==> config.mk <==
export PLATFORM = sky130hd
export DESIGN_NAME = pmux_csr_sequencer
export DESIGN_NICKNAME = d
export VERILOG_FILES = /design/src/rtl/pmux_csr_sequencer.sv
export SDC_FILE = /design/constraint.sdc
export NUM_CORES = 1
export LEC_CHECK = 0
export BUFFER_PORTS_ARGS = -buffer_cell sky130_fd_sc_hd__buf_4
export CAP_MARGIN = 20
export CORE_ASPECT_RATIO = 0.7
export CORE_MARGIN = 3
export CORE_UTILIZATION = 40
export CTS_BUF_LIST = sky130_fd_sc_hd__clkbuf_4
export DETAILED_ROUTE_END_ITERATION = 6
export PLACE_DENSITY = 0.75
export REMOVE_ABC_BUFFERS = 1
export SYNTH_ARGS = -nofsm -noshare
export SYNTH_HDL_FRONTEND = slang
export SYNTH_SLANG_ARGS = --single-unit
==> constraint.sdc <==
create_clock -name clk -period 7.9 [get_ports clk]
set_clock_uncertainty 0.2 [all_clocks]
set_input_delay 1.975 -clock clk [delete_from_list [all_inputs] [get_ports clk]]
set_output_delay 1.975 -clock clk [all_outputs]
set_load 0.05 [all_outputs]
==> src/rtl/pmux_csr_sequencer.sv <==
// pmux_csr_sequencer: walks a pin range programming one PMUX port over the CSR bus, then reads back STS and IN
module pmux_csr_sequencer #(
  parameter logic [11:0] BASE_ADDR = 12'h910,
  parameter int NUM_PINS = 32,
  parameter int PIN_W = 5,
  parameter int TIMEOUT = 255
) (
  input  logic                clk,
  input  logic                reset,
  input  logic                start,
  input  logic [PIN_W-1:0]    first_pin,
  input  logic [PIN_W-1:0]    last_pin,
  input  logic [NUM_PINS-1:0] cfg_dir,
  input  logic [NUM_PINS-1:0] cfg_out,
  input  logic [NUM_PINS-1:0] cfg_en,
  output logic                busy,
  output logic                done,
  output logic                err,
  output logic [31:0]         sts_q,
  output logic [31:0]         in_q,
  output logic                csr_req,
  output logic                csr_we,
  output logic [11:0]         csr_addr,
  output logic [31:0]         csr_wdata,
  input  logic                csr_ack,
  input  logic [31:0]         csr_rdata
);
  localparam int CW = $clog2(TIMEOUT + 1);
  typedef enum logic [3:0] {IDLE, W_ADR, W_DIR, W_OUT, W_EN, R_STS, R_IN, GAP, FIN} state_t;
  state_t state_q, state_d, ret_q, ret_d, tgt;
  logic enter;
  logic [PIN_W-1:0] pin_q, pin_d, last_q, last_d;
  logic [NUM_PINS-1:0] dir_q, dir_d, out_q, out_d, en_q, en_d;
  logic [CW-1:0] cnt_q, cnt_d;
  logic busy_q, busy_d, done_q, done_d, err_q, err_d, req_q, req_d, we_q, we_d;
  logic [11:0] addr_q, addr_d;
  logic [31:0] wdata_q, wdata_d, sts_d, in_d;
  assign busy = busy_q;
  assign done = done_q;
  assign err = err_q;
  assign csr_req = req_q;
  assign csr_we = we_q;
  assign csr_addr = addr_q;
  assign csr_wdata = wdata_q;
  // next-state: every bus transaction is followed by GAP, which then launches the stored successor
  always_comb begin
    state_d = state_q;
    ret_d = ret_q;
    pin_d = pin_q;
    last_d = last_q;
    dir_d = dir_q;
    out_d = out_q;
    en_d = en_q;
    cnt_d = cnt_q;
    busy_d = busy_q;
    done_d = 1'b0;
    err_d = err_q;
    req_d = req_q;
    we_d = we_q;
    addr_d = addr_q;
    wdata_d = wdata_q;
    sts_d = sts_q;
    in_d = in_q;
    enter = 1'b0;
    tgt = W_ADR;
    unique case (state_q)
      IDLE: begin
        if (start && first_pin <= last_pin) begin
          pin_d = first_pin;
          last_d = last_pin;
          dir_d = cfg_dir;
          out_d = cfg_out;
          en_d = cfg_en;
          err_d = 1'b0;
          busy_d = 1'b1;
          enter = 1'b1;
        end else if (start) begin
          err_d = 1'b1;
          state_d = GAP;
          ret_d = FIN;
        end
      end
      GAP: begin
        if (ret_q == FIN) begin
          state_d = FIN;
          done_d = 1'b1;
          busy_d = 1'b0;
        end else begin
          enter = 1'b1;
          tgt = ret_q;
        end
      end
      FIN: state_d = IDLE;
      default: begin
        if (req_q && csr_ack) begin
          req_d = 1'b0;
          state_d = GAP;
          ret_d = state_q == W_ADR ? W_DIR :
                  state_q == W_DIR ? W_OUT :
                  state_q == W_OUT ? W_EN :
                  state_q == W_EN ? (pin_q == last_q ? R_STS : W_ADR) :
                  state_q == R_STS ? R_IN : FIN;
          pin_d = (state_q == W_EN && pin_q != last_q) ? pin_q + 1'b1 : pin_q;
          sts_d = state_q == R_STS ? csr_rdata : sts_q;
          in_d = state_q == R_IN ? csr_rdata : in_q;
        end else if (cnt_q == CW'(TIMEOUT - 1)) begin
          req_d = 1'b0;
          err_d = 1'b1;
          state_d = GAP;
          ret_d = FIN;
        end else begin
          cnt_d = cnt_q + 1'b1;
        end
      end
    endcase
    if (enter) begin
      state_d = tgt;
      req_d = 1'b1;
      cnt_d = '0;
      we_d = tgt != R_STS && tgt != R_IN;
      addr_d = BASE_ADDR + (tgt == W_ADR ? 12'd3 : tgt == W_DIR ? 12'd4 : tgt == W_OUT ? 12'd5 :
                            tgt == W_EN ? 12'd6 : tgt == R_STS ? 12'd2 : 12'd7);
      wdata_d = tgt == W_ADR ? 32'(pin_d) : tgt == W_DIR ? 32'(dir_q[pin_d]) :
                tgt == W_OUT ? 32'(out_q[pin_d]) : tgt == W_EN ? 32'(en_q[pin_d]) : 32'd0;
    end
  end
  // state and registered outputs; reset abandons any bus transaction immediately
  always_ff @(posedge clk or posedge reset) begin
    if (reset) begin
      state_q <= IDLE;
      ret_q <= IDLE;
      pin_q <= '0;
      last_q <= '0;
      dir_q <= '0;
      out_q <= '0;
      en_q <= '0;
      cnt_q <= '0;
      busy_q <= 1'b0;
      done_q <= 1'b0;
      err_q <= 1'b0;
      req_q <= 1'b0;
      we_q <= 1'b0;
      addr_q <= '0;
      wdata_q <= '0;
      sts_q <= '0;
      in_q <= '0;
    end else begin
      state_q <= state_d;
      ret_q <= ret_d;
      pin_q <= pin_d;
      last_q <= last_d;
      dir_q <= dir_d;
      out_q <= out_d;
      en_q <= en_d;
      cnt_q <= cnt_d;
      busy_q <= busy_d;
      done_q <= done_d;
      err_q <= err_d;
      req_q <= req_d;
      we_q <= we_d;
      addr_q <= addr_d;
      wdata_q <= wdata_d;
      sts_q <= sts_d;
      in_q <= in_d;
    end
  end
endmodule

==> parameters.txt, run 1 <==
Parameter                              Value

CTS
  Clock tree from TritonCTS    done
  Max clock buf depth    2
  Count of hold-fix buffers inserted at cts    0
  Clk root buf    sky130_fd_sc_hd__clkbuf_4
  PostCTS Resize Cnt    0
  Clock buffer count from CTS    17
  Clock-pin slew of the registers on the worst-case setup and hold paths    170 ps
  Number of H-tree branching levels    4
  Worst-skew pair later-pin latency    610 ps
  CTS Sinks    200
  Number of buffers added for setup after CTS    0

GRT
  Number of antenna violations at the first check in global routing    1
  Aggregate global routing overflow    0
  All-Layer GR Usage    19.1%
  First-pass GRT wire length    38300 um
  Number of global-route vias before repair    7077
  Largest net degree at the start of global routing    137

Worst setup path
  Series of cell instances along the critical path    buf_4 -> inv_1 -> ha_1 -> o211ai_1 -> a21oi_1 -> o21a_4 -> buf_4 -> nand2_1 -> o221a_2 -> inv_2 -> a21oi_1 -> a221oi_1 -> a2111oi_0 -> nor4b_1 -> a32oi_1 -> a221oi_2
  Critical Path Source    last_pin[4]
  Worst EP arrival    6300 ps
  Worst reg2reg path startpoint    state_q[0]
  Count of buffering cells on the critical path with inverters included    4
  Setup slack on the worst flop-to-flop path    3070 ps
  Cell family with most CP delay    compound AO/OA/AOI/OAI gates
  Critical Path Source Type    primary input
  Kind of critical path    in2reg
  Worst R2R End    csr_wdata[0]
  Count of cell instances traversed by the critical path    16
  Required time of the worst setup path    8240 ps
  R2R depth    12
  Kind of end point of the critical path    register
  Largest incremental delay on the critical path    720 ps
  Worst Path Max Fanout    70
  Worst path slowest cell    sky130_fd_sc_hd__o21a_4

Place
  Number of buffers added on ports    221
  GP Congestion    0.851
  Post-DP HPWL    17300 um

Power and ir drop
  Sequential power share    59.3%
  Pwr Total    1.73 mW
  Design internal power    1.30 mW
  Maximum resistive drop on vdd    0.0000977 V
  Portion of total power attributed to the clock network    33.9%
  Power share of the combinational group    6.8%
  Net Switching    426 uW
  Power Dens Cells    152 nW/um^2
  Leakage Power    6.02 nW
  Net switching share of the total power    24.7%

Timing
  Unrepaired setup endpoints after global routing    no
  Number of pins with negative max-slew slack in the final report    0
  Fmax    168 MHz
  Final Hold Fails    0
  Final setup violation count    0
  Post-layout min period    5960 ps
  Worst Tran Pin Value    983 ps
  Max transition margin    34.5%
  Final setup TNS    0 ps
  Share of the clock period used by the worst path    75.4%

Logic synthesis
  YS warnings    0
  Count of different cell masters after synthesis    61
  Synthesized instance count    957
  Post-synthesis cell type with the largest combined area    sky130_fd_sc_hd__dfrtp_1
  Share of the synthesized area in the top cell type    53.7%
  Mean cell area of the mapped netlist    9.73 um^2
  Post-synthesis sequential area ratio    53.7%
  Share of flip-flops with an asynchronous set or reset after synthesis    100%
  Main flop type after synthesis    sky130_fd_sc_hd__dfrtp_1
  Cell area after technology mapping    9310 um^2
  FF+latch count, synth    200
  EDFF count, synth    0
  Top post-synthesis cells by area    sky130_fd_sc_hd__dfrtp_1 (54%), sky130_fd_sc_hd__nand2_1 (15%), sky130_fd_sc_hd__mux2_2 (7.7%)

Detailed routing
  Routed WL    24000 um
  DRC violation total after the first TritonRoute iteration    593
  Total number of vias    7294
  Number of routed nets with antenna violations    0
  Per-cell routed wire length    16.3 um
  Via count normalized by instance count    4.94
  Total iterations of the first detailed-routing run    7
  DRC errors left    0

Cells and area
  Filler cells    2108
  Ratio of cells with drive above 1 in the final layout    29.4%
  Growth of design area from synthesis to finish    22.0%
  Number of nets in the layout    1302

Run
  # Max-Cap Violations    0

Floorplan
  Core footprint    22700 um^2
  Die height    134 um
  Row count    46
  Area enclosed by the die boundary    25200 um^2
  I/O pin cnt    255
  DIE WIDTH    188 um
  Effective utilization at floorplan    41.0%

Hold path
  Worst hold endpoint    out_q[11]
  Worst Hold Class    reg2reg
  Launch instance of the worst min-delay path    out_q[11]
  Cell count of the worst hold path    2

Status
  Status    complete, no violations
stage by stage:
stage               setup WS [ps]  cell area (um^2)  std cells  utilization [%]  hold slack (ps)
finish                       1940             11400       1478             50.0              292
global placement             1540             11100       1445             48.7              257
global route                 1610             11400       1478             50.0              308
detailed placement           1380             11100       1445             48.7              259
floorplan                     271              8930        905                -              237
CTS                          2050             11400       1477             50.0              296
sequential cells by signal, indices dropped and copies added, names as in the netlist:
| signal | flops |
|---|---|
| dir_q | 32 |
| en_q | 32 |
| in_q | 32 |
| out_q | 32 |
| sts_q | 32 |
| cnt_q | 8 |
| csr_wdata | 5 |
| last_q | 5 |
| pin_q | 5 |
| csr_addr | 4 |
| ret_q | 4 |
| state_q | 4 |
| busy | 1 |
| csr_req | 1 |
| csr_we | 1 |
| done | 1 |
| err | 1 |
synthesized netlist by cell type, types with 2 or more instances:
cell,count
sky130_fd_sc_hd__nor2_1,38
sky130_fd_sc_hd__a311oi_1,3
sky130_fd_sc_hd__buf_2,10
sky130_fd_sc_hd__o311ai_1,2
sky130_fd_sc_hd__a221oi_1,3
sky130_fd_sc_hd__a22o_1,4
sky130_fd_sc_hd__o21ai_0,12
sky130_fd_sc_hd__a21oi_1,21
sky130_fd_sc_hd__inv_1,13
sky130_fd_sc_hd__and2_1,2
sky130_fd_sc_hd__xor2_1,10
sky130_fd_sc_hd__a41oi_1,2
sky130_fd_sc_hd__a211o_1,2
sky130_fd_sc_hd__a211oi_1,6
sky130_fd_sc_hd__mux2i_1,24
sky130_fd_sc_hd__a31oi_1,3
sky130_fd_sc_hd__or3_1,4
sky130_fd_sc_hd__o221a_2,2
sky130_fd_sc_hd__nand4b_1,2
sky130_fd_sc_hd__clkbuf_1,34
sky130_fd_sc_hd__xnor2_1,2
sky130_fd_sc_hd__mux4_2,3
sky130_fd_sc_hd__nor2b_1,3
sky130_fd_sc_hd__ha_1,8
sky130_fd_sc_hd__nor3_1,5
sky130_fd_sc_hd__nand4_1,8
sky130_fd_sc_hd__a32oi_1,6
sky130_fd_sc_hd__inv_2,3
sky130_fd_sc_hd__nand3_1,10
sky130_fd_sc_hd__mux2_2,64
sky130_fd_sc_hd__buf_4,35
sky130_fd_sc_hd__buf_6,5
sky130_fd_sc_hd__and4_1,2
sky130_fd_sc_hd__o211ai_1,7
sky130_fd_sc_hd__dfrtp_1,200
sky130_fd_sc_hd__nand2_1,365
sky130_fd_sc_hd__and3_1,4
sky130_fd_sc_hd__nand2b_1,6
sky130_fd_sc_hd__and4b_1,2
power by group through the flow:
stage               Sequential [mW]  Clock (mW)  Combinational [mW]
finish                         1.02       0.585               0.118
global route                   1.02       0.643               0.129
detailed placement             1.04           0               0.119
global placement               1.04           0               0.117
floorplan                      1.04           0              0.0543
CTS                            1.02       0.600               0.120
kinds of logic (layout without fill, tap and decap cells):
family / after synthesis / in the layout / share of synthesized area [%]
multiplexers: 91 / 91 / 11.0
flip-flops: 200 / 200 / 53.7
AND/OR/NAND/NOR: 460 / 460 / 20.5
XOR/XNOR: 12 / 12 / 1.13
adder cells (fa/ha/maj): 8 / 8 / 1.08
buffers and inverters: 101 / 277 / 6.03
other: 1 / 34 / 0.0403
AO/OA/AOI/OAI: 84 / 84 / 6.48
final cells by class:
class | count | area [um^2] | area share, %
sequential | 200 | 5000 | 44.0
clock buffer | 20 | 150 | 1.32
clock inverter | 12 | 149 | 1.31
tap | 312 | 390 | 3.43
inverter | 17 | 72.6 | 0.639
timing repair buffer | 228 | 1710 | 15.1
multi-input combinational | 688 | 3880 | 34.2
antenna | 1 | 2.50 | 0.0220
worst max path at each step:
stage / end / slack, ps
6_report: csr_wdata[0] / 1940
2_1_floorplan: busy / 270
3_5_place_dp: csr_wdata[0] / 1380
4_1_cts: csr_wdata[0] / 2050
3_3_place_gp: csr_wdata[0] / 1540
5_1_grt: csr_wdata[0] / 1610
metal layers:
layer / global-route usage (%) / vias to the layer above / part of all wire [%]
li1: - / 3501 / -
met5: 0 / - / 0
met3: 6.02 / 20 / 8.5
met1: 28.3 / 3524 / 47
met4: 4.51 / 0 / 1.1
met2: 27.4 / 249 / 43
placed cells by master (no fill, tap or decap), types with 12 or more instances in the layout:
cell	netlist	layout
sky130_fd_sc_hd__mux2i_1	24	24
sky130_fd_sc_hd__a21oi_1	21	21
sky130_fd_sc_hd__nor2_1	38	36
sky130_fd_sc_hd__conb_1	1	33
sky130_fd_sc_hd__nand2_1	365	365
sky130_fd_sc_hd__o21ai_0	12	12
sky130_fd_sc_hd__dfrtp_1	200	200
sky130_fd_sc_hd__mux2_2	64	64
sky130_fd_sc_hd__clkbuf_4	0	20
sky130_fd_sc_hd__inv_1	13	12
sky130_fd_sc_hd__buf_4	35	228
worst reg2reg max path, stage by stage, from the launching register on:
cell	delay, ps
sky130_fd_sc_hd__dfrtp_1	530
sky130_fd_sc_hd__nor4_4	510
sky130_fd_sc_hd__nand4_1	320
sky130_fd_sc_hd__o21a_4	430
sky130_fd_sc_hd__nand3b_1	220
sky130_fd_sc_hd__and2_4	310
sky130_fd_sc_hd__clkinv_2	590
sky130_fd_sc_hd__mux2i_1	290
sky130_fd_sc_hd__mux4_2	490
sky130_fd_sc_hd__nor3_1	320
sky130_fd_sc_hd__o311ai_1	120
sky130_fd_sc_hd__and4_1	230
sky130_fd_sc_hd__a221oi_2	220
(Power assumes the default switching activity.)
==> run 2: changes to the inputs <==
- ABC_AREA: unset -> 1
- PLACE_DENSITY: 0.75 -> 0.72
- clock period: 7.9 -> 5.6 ns (I/O delays scaled with it)
==> parameters.txt, run 2 <==
Parameter                              Value

Cells and area
  Growth of design area from synthesis to finish    21.8%
  Filler cells    2305 (+9.3%)
  Commonest non-fill, non-tap cells in the layout    sky130_fd_sc_hd__nand2_1 (385), sky130_fd_sc_hd__buf_4 (230), sky130_fd_sc_hd__dfrtp_1 (200)
  Ratio of cells with drive above 1 in the final layout    20.9% (-8.4 points)
  Number of nets in the layout    1538 (+18%)
  Post-Layout Cell Count    1713 (+16%)
  Most common cell after layout, fill and taps aside    sky130_fd_sc_hd__nand2_1
  Utilization of the core after routing    50.5% (+0.49 points)

Worst setup path
  Worst R2R End    csr_wdata[0]
  R2R depth    19 (+7)
  Series of cell instances along the critical path    buf_4 -> inv_1 -> ha_1 -> nand2_1 -> nor2_1 -> nand2_1 -> nand3_1 -> nand2_1 -> nand3_1 -> nand2_1 -> nand3_2 -> nand2_2 -> or2_1 -> nand3_1 -> nand3_1 -> nand3_1 -> nand3_1 -> nand3_1 -> nand2_1 -> o21ai_1 -> nand2_1
  Worst EP arrival    4170 ps (-2130 ps)
  Worst Path Max Fanout    50 (-29%)
  Cell family with most CP delay    simple AND/OR/NAND/NOR gates
  Count of buffering cells on the critical path with inverters included    2 (-2)
  Kind of end point of the critical path    register
  Setup slack on the worst flop-to-flop path    2030 ps (-1040 ps)
  Worst reg2reg path startpoint    pin_q[2]
  Worst path slowest cell    sky130_fd_sc_hd__nand2_2
  Required time of the worst setup path    5870 ps (-2370 ps)
  Critical Path Source    last_pin[4]
  Kind of critical path    in2reg
  Critical Path Source Type    primary input
  Most prevalent standard cell on the critical path    sky130_fd_sc_hd__nand3_1
  Largest incremental delay on the critical path    500 ps (-220 ps)

Detailed routing
  Via count normalized by instance count    4.79 (-2.9%)
  Total number of vias    8208 (+13%)
  Routed WL    26200 um (+8.9%)
  Per-cell routed wire length    15.3 um (-6.0%)
  Total iterations of the first detailed-routing run    7 (unchanged)
  Number of routed nets with antenna violations    0 (unchanged)
  DRC errors left    0 (unchanged)
  DRC violation total after the first TritonRoute iteration    742 (+25%)

Logic synthesis
  Top post-synthesis cells by area    sky130_fd_sc_hd__dfrtp_1 (52%), sky130_fd_sc_hd__nand2_1 (15%), sky130_fd_sc_hd__o21ai_0 (7.1%)
  Share of flip-flops with an asynchronous set or reset after synthesis    100% (unchanged)
  Count of different cell masters after synthesis    38 (-38%)
  Synthesized instance count    1193 (+25%)
  YS warnings    0 (unchanged)
  Ranking of synthesized cells by instance count    sky130_fd_sc_hd__nand2_1 (387), sky130_fd_sc_hd__dfrtp_1 (200), sky130_fd_sc_hd__o21ai_0 (136)
  Mean cell area of the mapped netlist    8.00 um^2 (-18%)
  Main flop type after synthesis    sky130_fd_sc_hd__dfrtp_1
  Count leader, synth    sky130_fd_sc_hd__nand2_1
  Cell area after technology mapping    9550 um^2 (+2.5%)
  Post-synthesis cell type with the largest combined area    sky130_fd_sc_hd__dfrtp_1
  Post-synthesis sequential area ratio    52.4% (-1.3 points)
  Share of the synthesized area in the top cell type    52.4% (-1.3 points)
  EDFF count, synth    0 (unchanged)
  FF+latch count, synth    200 (unchanged)

Floorplan
  Effective utilization at floorplan    41.5% (+0.50 points)
  Area enclosed by the die boundary    25800 um^2 (+2.4%)
  DIE WIDTH    191 um (+1.2%)
  Row count    46 (unchanged)
  I/O pin cnt    255 (unchanged)
  Core footprint    23000 um^2 (+1.3%)
  Die height    135 um (+1.2%)

GRT
  Number of global-route vias before repair    7825 (+11%)
  Number of antenna violations at the first check in global routing    1 (unchanged)
  Aggregate global routing overflow    0 (unchanged)
  First-pass GRT wire length    41500 um (+8.4%)
  Largest net degree at the start of global routing    151 (+10%)
  All-Layer GR Usage    20.4% (+1.3 points)

CTS
  Count of hold-fix buffers inserted at cts    0 (unchanged)
  PostCTS Resize Cnt    0 (unchanged)
  Worst-skew pair later-pin latency    570 ps (-40 ps)
  Clock buffer count from CTS    17 (unchanged)
  Number of H-tree branching levels    4 (unchanged)
  Clock tree from TritonCTS    done
  CTS Sinks    200 (unchanged)
  Max clock buf depth    2 (unchanged)
  Number of buffers added for setup after CTS    0 (unchanged)
  Clk root buf    sky130_fd_sc_hd__clkbuf_4
  Clock-pin slew of the registers on the worst-case setup and hold paths    140 ps (-30 ps)

Place
  Placement Setup Slack    1100 ps (-282 ps)
  Placed Cells    1678 (+16%)
  GP Congestion    0.867 (+1.9%)
  Number of buffers added on ports    221 (unchanged)
  Post-DP HPWL    19000 um (+9.5%)

Hold path
  Cell count of the worst hold path    2 (unchanged)
  Worst Hold Class    reg2reg
  Launch instance of the worst min-delay path    out_q[21]
  Worst hold endpoint    out_q[21]

Status
  Status    complete, no violations

Timing
  Fmax    256 MHz
  Final worst setup slack    1700 ps (-246 ps)
  Final Hold Fails    0 (unchanged)
  Share of the clock period used by the worst path    69.7%
  Final setup violation count    0 (unchanged)
  Worst Tran Pin Value    902 ps (-81.0 ps)
  Final setup TNS    0 ps (unchanged)
  Number of pins with negative max-slew slack in the final report    0 (unchanged)
  Unrepaired setup endpoints after global routing    no
  Post-layout min period    3900 ps
  Max transition margin    39.7% (+5.2 points)

Power and ir drop
  Maximum resistive drop on vdd    0.000355 V (+260%)
  Pwr Total    7.00 mW (+310%)
  Leakage Power    6.12 nW (+1.7%)
  Power Dens Cells    602 nW/um^2 (+300%)

Run
  # Max-Cap Violations    0 (unchanged)
run 2: worst reg2reg max path: stages (launching register included):
cell                      delay (ps)
sky130_fd_sc_hd__dfrtp_1         450
sky130_fd_sc_hd__inv_2            90
sky130_fd_sc_hd__nand2_1          60
sky130_fd_sc_hd__nand2_1          40
sky130_fd_sc_hd__nor2_1           90
sky130_fd_sc_hd__nand3_1         240
sky130_fd_sc_hd__nand2_2         190
sky130_fd_sc_hd__nand2_1          80
sky130_fd_sc_hd__nand3_2          70
sky130_fd_sc_hd__buf_4           300
sky130_fd_sc_hd__nand2_2         580
sky130_fd_sc_hd__or2_1           450
sky130_fd_sc_hd__nand3_1          70
sky130_fd_sc_hd__nand3_1          80
sky130_fd_sc_hd__nand3_1          80
sky130_fd_sc_hd__nand3_1         110
sky130_fd_sc_hd__nand3_1          80
sky130_fd_sc_hd__nand2_1          50
sky130_fd_sc_hd__o21ai_1         110
sky130_fd_sc_hd__nand2_1          60
run 2: area by class of cell:
type | instances | area, um^2 | area share [%]
clock inverter | 13 | 129 | 1.11
sequential | 200 | 5000 | 43.1
tap | 312 | 390 | 3.36
inverter | 140 | 533 | 4.59
clock buffer | 18 | 135 | 1.16
multi-input combinational | 796 | 3630 | 31.3
timing repair buffer | 233 | 1790 | 15.4
antenna | 1 | 2.50 | 0.0215
run 2: metrics by stage:
step / area, um^2 / hold slack [ps]
5_1_grt: 11600 / 307
2_1_floorplan: 9150 / 233
3_3_place_gp: 11300 / 246
3_5_place_dp: 11300 / 251
6_report: 11600 / 283
4_1_cts: 11600 / 286
run 2: cells by family (layout without fill, tap and decap cells):
logic type      Yosys count  count (layout)  synth area share (%)
buf+inv                 229             404                  10.9
other cells               1              34                0.0393
compound gates          165             165                  8.91
xor+xnor                  7               7                 0.642
simple gates            583             583                  26.1
flops                   200             200                  52.4
fa+ha+maj                 8               8                  1.05
run 2: worst max-delay path by stage:
stage                              end  slack [ps]  depth (start not counted)
after global routing      csr_wdata[0]        1450                         21
after floorplan               cnt_q[0]       -2680                         14
after global placement        cnt_q[0]        1140                         16
final                     csr_wdata[0]        1700                         21
after CTS                 csr_wdata[0]        1730                         20
after detailed placement  csr_wdata[0]        1100                         20
run 2: per-layer routing:
| layer | vias up | wire length, um | global-route usage (%) |
|---|---|---|---|
| li1 | 4085 | - | - |
| met1 | 3825 | 12500 | 30.4 |
| met2 | 280 | 11500 | 30.2 |
| met3 | 18 | 1910 | 5.33 |
| met4 | 0 | 272 | 3.99 |
| met5 | - | 0 | 0 |
run 2: where the power goes:
| part | internal, mW | switching [mW] | leakage [nW] |
|---|---|---|---|
| Sequential | 2.10 | 0.363 | 2.46 |
| Clock | 0.265 | 0.490 | 0.145 |
| Combinational | 1.15 | 2.63 | 3.51 |
